==> config.mk <==
export PLATFORM = sky130hd
export DESIGN_NAME = motor_cmd_sequencer
export DESIGN_NICKNAME = d
export VERILOG_FILES = /design/src/rtl/motor_cmd_sequencer.sv
export SDC_FILE = /design/constraint.sdc
export NUM_CORES = 1
export LEC_CHECK = 0
export CORE_MARGIN = 2
export CORE_UTILIZATION = 56
export CTS_BUF_LIST = sky130_fd_sc_hd__clkbuf_4 sky130_fd_sc_hd__clkbuf_8
export DETAILED_ROUTE_END_ITERATION = 16
export PLACE_DENSITY = 0.84
export SETUP_SLACK_MARGIN = 0.3
export SYNTH_ARGS = -nofsm -noshare
export SYNTH_HDL_FRONTEND = slang
export SYNTH_SLANG_ARGS = --single-unit
==> constraint.sdc <==
create_clock -name i_clk -period 5.5 [get_ports i_clk]
set_input_delay 0.825 -clock i_clk [delete_from_list [all_inputs] [get_ports i_clk]]
set_output_delay 0.825 -clock i_clk [all_outputs]
set_load 0.02 [all_outputs]
==> src/rtl/motor_cmd_sequencer.sv <==
// Motor command sequencer: turns a speed/direction request into a slew-limited PWM command,
// sequencing every direction change as decelerate -> brake dwell -> flip -> re-accelerate.
module motor_cmd_sequencer #(
  parameter int K_PWMRES  = 10,
  parameter int K_PRESC_W = 16,
  parameter int K_DWELL_W = 16
) (
  input  logic                 i_clk,
  input  logic                 i_rst,
  input  logic                 i_enable,
  input  logic [K_PWMRES-1:0]  i_target,
  input  logic                 i_target_rev,
  input  logic                 i_estop,
  input  logic [K_PWMRES-1:0]  i_param_step,
  input  logic [K_PRESC_W-1:0] i_param_presc,
  input  logic [K_DWELL_W-1:0] i_param_dwell,
  input  logic [K_PWMRES-1:0]  i_param_pwm_max,
  output logic [K_PWMRES-1:0]  o_pwm_command,
  output logic                 o_reverse,
  output logic                 o_brake,
  output logic                 o_busy,
  output logic                 o_at_target,
  output logic [2:0]           o_state
);

  typedef enum logic [2:0] {
    S_IDLE  = 3'd0,
    S_RAMP  = 3'd1,
    S_HOLD  = 3'd2,
    S_DECEL = 3'd3,
    S_DWELL = 3'd4,
    S_ESTOP = 3'd5
  } state_e;

  state_e                 state_q, state_d;
  logic [K_PWMRES-1:0]    cmd_q, cmd_d;
  logic                   rev_q, rev_d;
  logic                   brake_q, brake_d;
  logic                   busy_q, busy_d;
  logic                   at_q, at_d;
  logic [K_PRESC_W-1:0]   presc_q, presc_d;
  logic [K_DWELL_W-1:0]   dwell_q, dwell_d;

  logic [K_PWMRES-1:0]    tgt_eff, step_eff, floor_val, stepped;
  logic                   dirmis, tick;

  // One extra bit of headroom so the step can never wrap past the limit.
  function automatic logic [K_PWMRES-1:0] sat_up(input logic [K_PWMRES-1:0] a,
                                                 input logic [K_PWMRES-1:0] s,
                                                 input logic [K_PWMRES-1:0] lim);
    logic [K_PWMRES:0] sum;
    sum = {1'b0, a} + {1'b0, s};
    return (sum > {1'b0, lim}) ? lim : sum[K_PWMRES-1:0];
  endfunction

  function automatic logic [K_PWMRES-1:0] sat_down(input logic [K_PWMRES-1:0] a,
                                                   input logic [K_PWMRES-1:0] s,
                                                   input logic [K_PWMRES-1:0] flr);
    logic [K_PWMRES:0] diff;
    diff = {1'b0, a} - {1'b0, s};
    return (diff[K_PWMRES] || (diff[K_PWMRES-1:0] < flr)) ? flr : diff[K_PWMRES-1:0];
  endfunction

  assign tgt_eff   = !i_enable ? '0 :
                     ((i_target < i_param_pwm_max) ? i_target : i_param_pwm_max);
  assign step_eff  = (i_param_step == '0) ? {{(K_PWMRES-1){1'b0}}, 1'b1} : i_param_step;
  assign dirmis    = (i_target_rev != rev_q);
  // The all-ones term catches a prescale lowered below the running count.
  assign tick      = (presc_q == i_param_presc) || (presc_q == '1);
  assign floor_val = (state_q == S_DECEL) ? '0 : tgt_eff;
  assign stepped   = ((state_q == S_RAMP) && (cmd_q < tgt_eff)) ?
                     sat_up(cmd_q, step_eff, tgt_eff) : sat_down(cmd_q, step_eff, floor_val);

  always_comb begin
    state_d = state_q;
    cmd_d   = cmd_q;
    rev_d   = rev_q;
    brake_d = brake_q;
    presc_d = '0;
    dwell_d = '0;
    if (i_estop) begin
      state_d = S_ESTOP;
      cmd_d   = '0;
      brake_d = 1'b1;
    end else begin
      unique case (state_q)
        S_IDLE: begin
          cmd_d   = '0;
          brake_d = 1'b0;
          if (tgt_eff != '0) begin
            rev_d   = i_target_rev;
            state_d = S_RAMP;
          end
        end
        S_RAMP: begin
          if (dirmis)                state_d = S_DECEL;
          else if (cmd_q == tgt_eff) state_d = (tgt_eff == '0) ? S_IDLE : S_HOLD;
          else begin
            presc_d = tick ? '0 : presc_q + 1'b1;
            if (tick) cmd_d = stepped;
          end
        end
        S_HOLD: begin
          if (dirmis)                state_d = S_DECEL;
          else if (tgt_eff != cmd_q) state_d = S_RAMP;
        end
        S_DECEL: begin
          if (cmd_q == '0) begin
            brake_d = 1'b1;
            state_d = S_DWELL;
          end else begin
            presc_d = tick ? '0 : presc_q + 1'b1;
            if (tick) cmd_d = stepped;
          end
        end
        S_DWELL: begin
          cmd_d   = '0;
          brake_d = 1'b1;
          if (dwell_q == i_param_dwell) begin
            brake_d = 1'b0;
            rev_d   = i_target_rev;
            state_d = S_IDLE;
          end else begin
            dwell_d = dwell_q + 1'b1;
          end
        end
        S_ESTOP: begin
          cmd_d   = '0;
          brake_d = 1'b1;
          // Re-arm only once the operator has dropped the request.
          if (tgt_eff == '0) begin
            brake_d = 1'b0;
            state_d = S_IDLE;
          end
        end
        default: begin
          state_d = S_IDLE;
          cmd_d   = '0;
          brake_d = 1'b0;
        end
      endcase
    end
    busy_d = (state_d == S_RAMP) || (state_d == S_DECEL) || (state_d == S_DWELL);
    at_d   = (state_d == S_HOLD);
  end

  always_ff @(posedge i_clk) begin
    if (i_rst) begin
      state_q <= S_IDLE;
      cmd_q   <= '0;
      rev_q   <= 1'b0;
      brake_q <= 1'b0;
      busy_q  <= 1'b0;
      at_q    <= 1'b0;
      presc_q <= '0;
      dwell_q <= '0;
    end else begin
      state_q <= state_d;
      cmd_q   <= cmd_d;
      rev_q   <= rev_d;
      brake_q <= brake_d;
      busy_q  <= busy_d;
      at_q    <= at_d;
      presc_q <= presc_d;
      dwell_q <= dwell_d;
    end
  end

  assign o_pwm_command = cmd_q;
  assign o_reverse     = rev_q;
  assign o_brake       = brake_q;
  assign o_busy        = busy_q;
  assign o_at_target   = at_q;
  assign o_state       = state_q;

endmodule

### After elaboration in Yosys (flattened, before gate mapping)

Index checks and enable logic that the tools add are counted.

* add/subtract/negate cells: 4
* $lt $le $gt $ge: 4
* equal/unequal tests: 22
* multiplexer cells: 36
* bitwise logic cells: 3
* reductions and logical operators: 17

Operators by type and width (number)
* $mux 10: 11
* $mux 16: 4
* $add 16x1->16 const B: 2
* $eq 16x16->1: 2
* $pmux 16 s2: 1
* $logic_not 10->1: 3
* $lt 10x10->1: 3
* $pmux 10 s3: 1
* $mux 3: 9
* $pmux 3 s6: 1
* $eq 16x16->1 const B: 1
* $eq 3x2->1 const B: 4
* $add 10x10->11: 1
* $gt 11x10->1: 1
* $sub 10x10->11: 1
* $eq 10x10->1: 1
* $ne 10x10->1: 1
* $ne 2x2->1 const B: 5
* $reduce_bool 10->1: 1
* $eq 3x3->1 const B: 3
* $reduce_and 4->1: 2
* $eq 3x1->1 const B: 2
* $mux 1: 6
* $logic_or 1x1->1: 4
* 13 further kinds: 16

* bits in registers: 49
* bits of input ports: 67
* output and inout bits: 17
* word-level logic and storage cells: 94

### Logic depth before layout (Yosys ltp)

Gate-level depths: netlist of run 1.

* word-level depth: 12
* gate-level depth with buffers: 21
* gate-level depth less buffers: 20

### Least setup slack after synthesis of run 1

No wires, ideal clock.

* path type: in2reg
* from: in i_param_step[6]
* to: reg cmd_q[2], in the netlist o_pwm_command[2]
* setup time: 0.132 ns
* arrival: 4.448 ns
* path slack: 0.920 ns
* stages on the path: 21
* buffers on the path: 1
* cell sequence: nor4_1 > a41o_1 > ha_1 > inv_1 > fa_1 > nor2_1 > o311a_1 > nor2_1 > o21ba_2 > xnor2_1 > inv_1 > ha_1 > a211oi_1 > nand2_1 > a31oi_1 > o31ai_1 > a211oi_1 > buf_2 > mux2_2 > a22oi_1 > o311ai_1

* cells in the longest elaborated chain, start to end: 11
* elaborated cells between the ends (all ways): 15
* those cells by class: 2 x add/sub; 2 x order compare; 9 x mux; 2 x reduce/logical

RTL lines
* start: declaration: line 14 `input logic [K_PWMRES-1:0] i_param_step,`
* $logic_not 10->1: line 66 `assign step_eff = (i_param_step == '0) ? {{(K_PWMRES-1){1'b0}}, 1'b1} : i_param_step;`
* $mux 10 (*): line 66
* $sub 10x10->11: line 60 `diff = {1'b0, a} - {1'b0, s};`
* $lt 10x10->1: line 61 `return (diff[K_PWMRES] || (diff[K_PWMRES-1:0] < flr)) ? flr : diff[K_PWMRES-1:0];`
* $logic_or 1x1->1: line 61
* $mux 10: line 61
* $mux 10 (*): line 71 `assign stepped = ((state_q == S_RAMP) && (cmd_q < tgt_eff)) ?`
* $mux 10 (*): line 100, 113
* $mux 10: line 97 `else if (cmd_q == tgt_eff) state_d = (tgt_eff == '0) ? S_IDLE : S_HOLD;`
* $mux 10: line 96 `if (dirmis) state_d = S_DECEL;`
* $pmux 10 s3 (*): line 86 `unique case (state_q)`
* end signal: assignment: line 159 `cmd_q <= cmd_d;`
* end: declaration: line 36 `logic [K_PWMRES-1:0] cmd_q, cmd_d;`

Mark *: on every way between the ends. The rest lies on a longest branch, timed or not. The select of a mux whose other input is x is not followed.
A chain may end at the register's enable or synchronous reset.

### Final worst setup path of run 1

* from: in i_param_step[1]
* to: reg cmd_q[0], in the netlist o_pwm_command[0]

The elaborated chain is that of the path after synthesis.

==> summary.md, run 1 <==
| Metric | Value |
|---|---|
| Status | finished, final reports clean |
| Post-DR wirelength/cell | 15.5 microns |
| H-tree depth | 2 |
| P per Cell Area | 150 mW/mm^2 |
| Share of cells above drive strength 1 | 6.96% |
| Initial antenna violation count | 0 |
| Largest net degree at the start of global routing | 22 |
| Fillers | 693 |
| Pint | 0.596 mW |
| ANT cells | 0 |
| Clock skew | 0.00782 ns |
| Setup-failing EPs final | 0 |
| CP arrival | 5.11 ns |
| Post-route ant nets | 0 |
| Final Worst Setup Slack | 0.580 ns |
| Number of global-route vias before repair | 4622 |
| Die width | 97.2 microns |
| Critical path class | in2reg |
| Netlist cell types | 58 |
| Fin crit period | 4.92 ns |
| Static Leak | 2.59 nW |
| Startpoint Class | input port |
| Clock-pin slew on the worst setup and hold paths | 0.10 ns |
| # port buffers | 83 |
| Top-Level Pins | 84 |
| Via count | 4580 |
| Final Hold Viols | 0 |
| Worst-Margin Slew | 0.670 ns |
| CP Capture Type | flop |
| CTS Buf Count | 5 |
| Fin nets | between 800 and 900 |
| TritonCTS Sinks | between 40 and 50 |
| DIE AREA | roughly 0.0095 sq mm |
| Slew HR | 55.3% |
| Initial drt markers | about 270 |
| Flop pwr share | 41.3% |
| Gate power share | 34.3% |
| Max VDD drop | 0.000113 V |
| Register area share after synthesis | 20.2% |
| Residual DRC | 0 |
| CTS root buf | clkbuf_8 |
| Num rows | 34 |
| Die height | between 90 and 100 microns |
| Longest Clk Path Bufs | 2 |
| Mapped Avg Cell Area | 7.90 sq um |
| Net Sw Frac | around a third |
| Initial Util | between 50% and 60% |
| Synthesis Warnings | 0 |
| RSZ-0062 raised after global routing | no |
| HP Class | reg2reg |
| Core Area | 0.00855 sq mm |
| Peak Freq | 203 MHz |
| Post-synthesis register bit count | 49 |
| Grt ovf | 0 |
| Post-synth design cell area | 0.00487 sq mm |
| Placer congestion estimate | slightly above 0.9 |
| Dominant synthesized flop cell | dfxtp_1 |
| P_sw | roughly 0.29 mW |
| Setup WS pre-CTS | -0.0446 ns |
| GR Util All Layers | 26.4% |
| Worst endpoint required time | 5.69 ns |
| First-pass GRT wire length | 21.1 mm |
| Net Count, Synth | 745 |
| DR pass1 iterations | 4 |
| Clk_lat worst skew | between 0.3 and 0.4 ns |
| Synth-to-Final Area Change | 21.2% |
| FFs w/ async S/R, synth | 0% |
| Clock share of power | 24.3% |
| Post-synth EDFFs | 0 |
| CTS tree | built |
| Critical path peak fanout | 3 |
| Max cap viols | 0 |
| WL final | 12.4 mm |
| Tot Pwr | 0.884 mW |
| Post-DP HPWL | 10.0 mm |
| Vias per std cell | 5.74 |
| Final Max Slew Viols | 0 |
| Fin crit share | 89.5% |
| Hold-fix buffers, CTS | 0 |
| Post-Synthesis Cells | between 600 and 700 |
==> per-stage QoR <==
stage	instance area, sq um	setup TNS (ns)	utilization [%]	hold WS (ns)	cells
4_1_cts	5830	0	68.2	0.512	795
3_5_place_dp	5740	-0.0446	67.1	0.487	788
6_report	5900	0	69.0	0.508	798
5_1_grt	5900	0	69.0	0.533	798
2_1_floorplan	4870	0	-	0.451	616
3_3_place_gp	5740	0	67.1	0.469	788
==> final cells by class <==
class                      instances  area, sq um  area share, %
sequential                        49          981           16.6
timing repair buffer              92          908           15.4
clock inverter                     2         16.3          0.276
multi-input combinational        489         3590           60.9
clock buffer                       5         68.8           1.17
tap                              108          135           2.29
inverter                          53          199           3.37
==> path summary, 6_finish.rpt <==
check,start,slack (ns),endpoint,cells past startpoint
worst max-delay path,i_param_step[1],0.58,o_pwm_command[0],22
worst min-delay path,dwell_q[0],0.51,dwell_q[0],1
worst max register to register,o_pwm_command[4],1.37,o_pwm_command[0],15
worst min register to register,dwell_q[0],0.51,dwell_q[0],1
==> kinds of logic after synthesis <==
logic type	after synthesis	synth area share, %
adder cells (fa/ha/maj)	62	16.3
flip-flops	49	20.2
multiplexers	32	6.87
AND/OR/NAND/NOR	217	21.9
buffers and inverters	78	6.92
XOR/XNOR	76	13.7
AO/OA/AOI/OAI	102	14.2
==> Yosys cell counts (all sizes together), types with 5 or more instances <==
library cell,number,area [sq um]
a21o,7,52.6
nor2,73,274
and3,7,43.8
a21oi,22,114
dfxtp,49,981
mux2i,21,210
a31oi,7,43.8
clkbuf,20,85.1
a22oi,10,75.1
xor2,53,464
nand2,51,191
nor4,16,115
inv,53,199
or2,5,31.3
nor3,5,25.0
nand2b,7,43.8
nor2b,7,43.8
o21ai,25,125
ha,60,751
nand3,14,70.1
mux2,11,124
nand4,12,75.1
a211oi,6,45.0
xnor2,23,201
==> power groups by stage <==
stage / combinational [mW] / clock (mW) / sequential (mW)
2_1_floorplan: 0.184 / 0 / 0.374
3_3_place_gp: 0.284 / 0 / 0.374
3_5_place_dp: 0.294 / 0 / 0.374
4_1_cts: 0.297 / 0.220 / 0.366
5_1_grt: 0.334 / 0.237 / 0.367
6_report: 0.304 / 0.215 / 0.366
==> metal layers <==
layer	track usage, %	part of all wire, %	vias up
li1	-	-	2271
met1	32.7	43	2156
met2	47.5	50	126
met3	4.24	4.6	27
met4	7.37	2.1	0
met5	0	0	-
==> sequential cells by signal, summed over array words and instances (netlist names) <==
signal,count
o_pwm_command,10
o_state,3
o_busy,1
presc_q,16
o_at_target,1
o_reverse,1
dwell_q,16
o_brake,1
==> worst max-delay path, stage by stage <==
cell,delay (ns)
clkdlybuf4s50_1,0.46
nor3_2,0.20
a41o_1,0.22
ha_1,0.17
inv_1,0.06
fa_2,0.36
nor2_2,0.13
o311a_1,0.24
nor2_1,0.06
o21ba_2,0.21
xnor2_2,0.16
inv_1,0.07
ha_1,0.32
a211oi_2,0.20
nand2_1,0.07
a31oi_1,0.15
o31ai_1,0.11
a211oi_2,0.28
buf_4,0.17
mux2_2,0.33
a22oi_1,0.18
o21ai_0,0.13
==> cells in the final DEF (no fill, tap or decap), drive strengths merged, types with 6 or more instances in the layout <==
cell and instances:
ha 60, clkdlybuf4s50 79, xnor2 23, a211oi 6, a22oi 10, nand4 12, a21o 7, nand2 51
dfxtp 49, a21oi 22, mux2 11, inv 53, mux2i 21, nor2b 7, buf 9, o21ai 25
nor2 73, nand2b 7, and3 7, nand3 14, xor2 53, nor4 16, a31oi 7
==> repair_timing <==
item,in CTS,in global routing
pin swaps,0,4
buffers inserted,0,3
gates resized for setup,1,11
endpoints found under the setup margin,2,10
Note: power is estimated with default switching activity, not from simulation.
==> run 2, diff against run 1 <==
--- a/config.mk
+++ b/config.mk
@@ -5,6 +5,7 @@
 export SDC_FILE = /design/constraint.sdc
 export NUM_CORES = 1
 export LEC_CHECK = 0
+export CORE_ASPECT_RATIO = 0.8
 export CORE_MARGIN = 2
 export CORE_UTILIZATION = 56
 export CTS_BUF_LIST = sky130_fd_sc_hd__clkbuf_4 sky130_fd_sc_hd__clkbuf_8
==> run 2 against run 1 <==
Against the previous run:
- non-clock buffer count stayed put
- first-iteration DRC count rose by 66%
- worst hold slack worse by 0.0058 ns
- sequential power hardly changed
==> summary.md, run 2 (synthesis gave the netlist of run 1 again) <==
| Metric | Value |
|---|---|
| Die width | 108 microns (was 97.2 microns) |
| Flop pwr share | 40.5% (was 41.3%) |
| Commonest cells after routing, fill and taps aside | clkdlybuf4s50_1 (82), nor2_1 (72), ha_1 (58) (was clkdlybuf4s50_1 (79), nor2_1 (72), ha_1 (60)) |
| Clk_lat worst skew | 0.30 ns (was 0.31 ns) |
| CP peak stage delay | 0.46 ns (about the same) |
| Share of cells above drive strength 1 | 7.25% (was 6.96%) |
| First-pass GRT wire length | 21.1 mm (about the same) |
| Status | finished, final reports clean (unchanged) |
| Post-route ant nets | 0 (unchanged) |
| CP max-delay cell | clkdlybuf4s50_1 (unchanged) |
| Residual DRC | 0 (unchanged) |
| Crit-path most repeated cell | inv_1 |
| Synth-to-Final Area Change | 21.3% (was 21.2%) |
| Top-Level Pins | 84 (unchanged) |
| Crit path buffers/inverters | 4 (unchanged) |
| CTS root buf | clkbuf_8 (unchanged) |
| CP top delay family | compound AO/OA/AOI/OAI gates (unchanged) |
| Post-DR wirelength/cell | 16.7 microns (was 15.5 microns) |
| Initial antenna violation count | 0 (unchanged) |
| P per Cell Area | 153 mW/mm^2 (was 150 mW/mm^2) |
| Critical path class | in2reg (unchanged) |
| Max cap viols | 0 (unchanged) |
| CTS Buf Count | 5 (unchanged) |
| DR pass1 iterations | 6 (was 4) |
| Pint | 0.608 mW (was 0.596 mW) |
| Core Area | 0.00845 sq mm (was 0.00855 sq mm) |
| DIE AREA | 0.00946 sq mm (was 0.00945 sq mm) |
| Critical path peak fanout | 7 (was 3) |
| Setup-failing EPs final | 0 (unchanged) |
| Largest net degree at the start of global routing | 22 (unchanged) |
| Via count | 4711 (was 4580) |
| ANT cells | 0 (unchanged) |
| Clock-pin slew on the worst setup and hold paths | 0.09 ns (was 0.10 ns) |
| Number of global-route vias before repair | 4539 (was 4622) |
| Max VDD drop | 0.000154 V (was 0.000113 V) |
| CTS tree | built (unchanged) |
| Fin crit period | 5.03 ns (was 4.92 ns) |
| Die height | 87.4 microns (was 97.2 microns) |
| Net Sw Frac | 32.6% (about the same) |
| Placer congestion estimate | 0.890 (was 0.930) |
| Slew HR | 51.8% (was 55.3%) |
| Startpoint Class | input port (unchanged) |
| Initial drt markers | 451 (was 271) |
| Initial Util | 57.6% (was 56.9%) |
| Peak Freq | 199 MHz (was 203 MHz) |
| Static Leak | 2.57 nW (was 2.59 nW) |
| P_sw | 0.294 mW (was 0.288 mW) |
| Num rows | 30 (was 34) |
| Post-DP HPWL | 10.7 mm (was 10.0 mm) |
| GR Util All Layers | 27.9% (was 26.4%) |
| CP Capture Type | flop (unchanged) |
| HP Class | reg2reg (unchanged) |
| # port buffers | 83 (unchanged) |
| Hold slack | 0.503 ns (was 0.508 ns) |
| CP arrival | 5.22 ns (was 5.11 ns) |
| WL final | 13.4 mm (was 12.4 mm) |
| H-tree depth | 2 (unchanged) |
| TritonCTS Sinks | 49 (unchanged) |
| Vias per std cell | 5.87 (was 5.74) |
| Most common cell after layout, fill and taps aside | clkdlybuf4s50_1 (unchanged) |
| Clock share of power | 23.9% (was 24.3%) |
| Crit-path cells | clkdlybuf4s50_1 > nor4_2 > a41o_1 > ha_2 > inv_1 > fa_2 > nor2_2 > o311a_1 > nor2_1 > o21ba_2 > xnor2_2 > inv_1 > ha_4 > a211oi_2 > nand2_1 > a31oi_1 > o31ai_1 > a211oi_1 > buf_4 > mux2_2 > a22oi_1 > o21ai_0 (was clkdlybuf4s50_1 > nor3_2 > a41o_1 > ha_1 > inv_1 > fa_2 > nor2_2 > o311a_1 > nor2_1 > o21ba_2 > xnor2_2 > inv_1 > ha_1 > a211oi_2 > nand2_1 > a31oi_1 > o31ai_1 > a211oi_2 > buf_4 > mux2_2 > a22oi_1 > o21ai_0) |
| Worst endpoint required time | 5.69 ns (about the same) |
| Clock skew | 0.0107 ns (was 0.00782 ns) |
| Fin crit share | 91.5% (was 89.5%) |
| RSZ-0062 raised after global routing | no (unchanged) |
| Final Max Slew Viols | 0 (unchanged) |
| Fin nets | 819 (unchanged) |
| Final Hold Viols | 0 (unchanged) |
| Grt ovf | 0 (unchanged) |
| Final core area utilization | 69.9% (was 69.0%) |
| Longest Clk Path Bufs | 2 (unchanged) |
| Worst-Margin Slew | 0.715 ns (was 0.670 ns) |
| Gate power share | 35.6% (was 34.3%) |
run 2: path summary, 6_finish.rpt:
path	from	to	slack, ns	cells after the start
hold / removal	presc_q[0]	presc_q[0]	0.50	1
hold reg to reg	presc_q[0]	presc_q[0]	0.50	1
setup reg to reg	o_pwm_command[1]	o_pwm_command[0]	1.22	16
setup / recovery	i_param_step[7]	o_pwm_command[0]	0.47	22
run 2: final cells by class:
cell class,instances,area (sq um)
multi-input cells,489,3600
fillers,679,2540
flip-flops and latches,49,981
repair buffers,92,901
inverters,53,199
well taps,112,140
clock buffers,6,76.3
clock inverters,1,8.76
run 2: metrics by stage:
step	area [sq um]	setup slack (ns)	TNS (ns)	instances	total power [mW]
6_report	5900	0.469	0	802	0.902
5_1_grt	5900	0.311	0	802	0.945
4_1_cts	5840	0.332	0	799	0.883
3_5_place_dp	5740	-0.0434	-0.0650	792	0.671
3_3_place_gp	5740	0.255	0	792	0.657
2_1_floorplan	4870	0.920	0	616	0.558
run 2: worst register-to-register path: cells and delay by family (launching register included):
family	cells	cell delay (ns)
AO/OA/AOI/OAI	6	1.52
adder cells (fa/ha/maj)	2	0.67
flip-flops	1	0.65
AND/OR/NAND/NOR	5	0.65
multiplexers	1	0.35
buffers and inverters	2	0.33
run 2: repair_timing:
| action | CTS | global route |
|---|---|---|
| buffers inserted | 0 | 3 |
| pin swaps | 0 | 5 |
| hold endpoints to repair | 0 | 0 |
| hold buffers | 0 | 0 |
| endpoints found under the setup margin | 2 | 10 |
| gates resized for setup | 1 | 10 |
run 2: power by group through the flow:
stage,Clock (mW),Sequential (mW),Combinational [mW]
final,0.215,0.366,0.321
after global routing,0.233,0.367,0.346
after CTS,0.217,0.365,0.300
after detailed placement,0,0.374,0.297
after global placement,0,0.373,0.284
after floorplan,0,0.374,0.184
run 2: routing by layer:
metal / track usage (%) / vias up / wire, microns
met2: 46.0 / 245 / 5860
met5: 0 / - / 0
met1: 37.0 / 2149 / 5990
li1: - / 2273 / -
met3: 6.28 / 44 / 1180
met4: 7.46 / 0 / 332
==> run 3, diff against run 2 <==
--- a/config.mk
+++ b/config.mk
@@ -9,6 +9,7 @@
 export CORE_MARGIN = 2
 export CORE_UTILIZATION = 56
 export CTS_BUF_LIST = sky130_fd_sc_hd__clkbuf_4 sky130_fd_sc_hd__clkbuf_8
+export CTS_CLUSTER_SIZE = 28
 export DETAILED_ROUTE_END_ITERATION = 16
 export PLACE_DENSITY = 0.84
 export SETUP_SLACK_MARGIN = 0.3
==> results of run 3 <==
Final layout, timing and power as in run 2 (identical DEF).
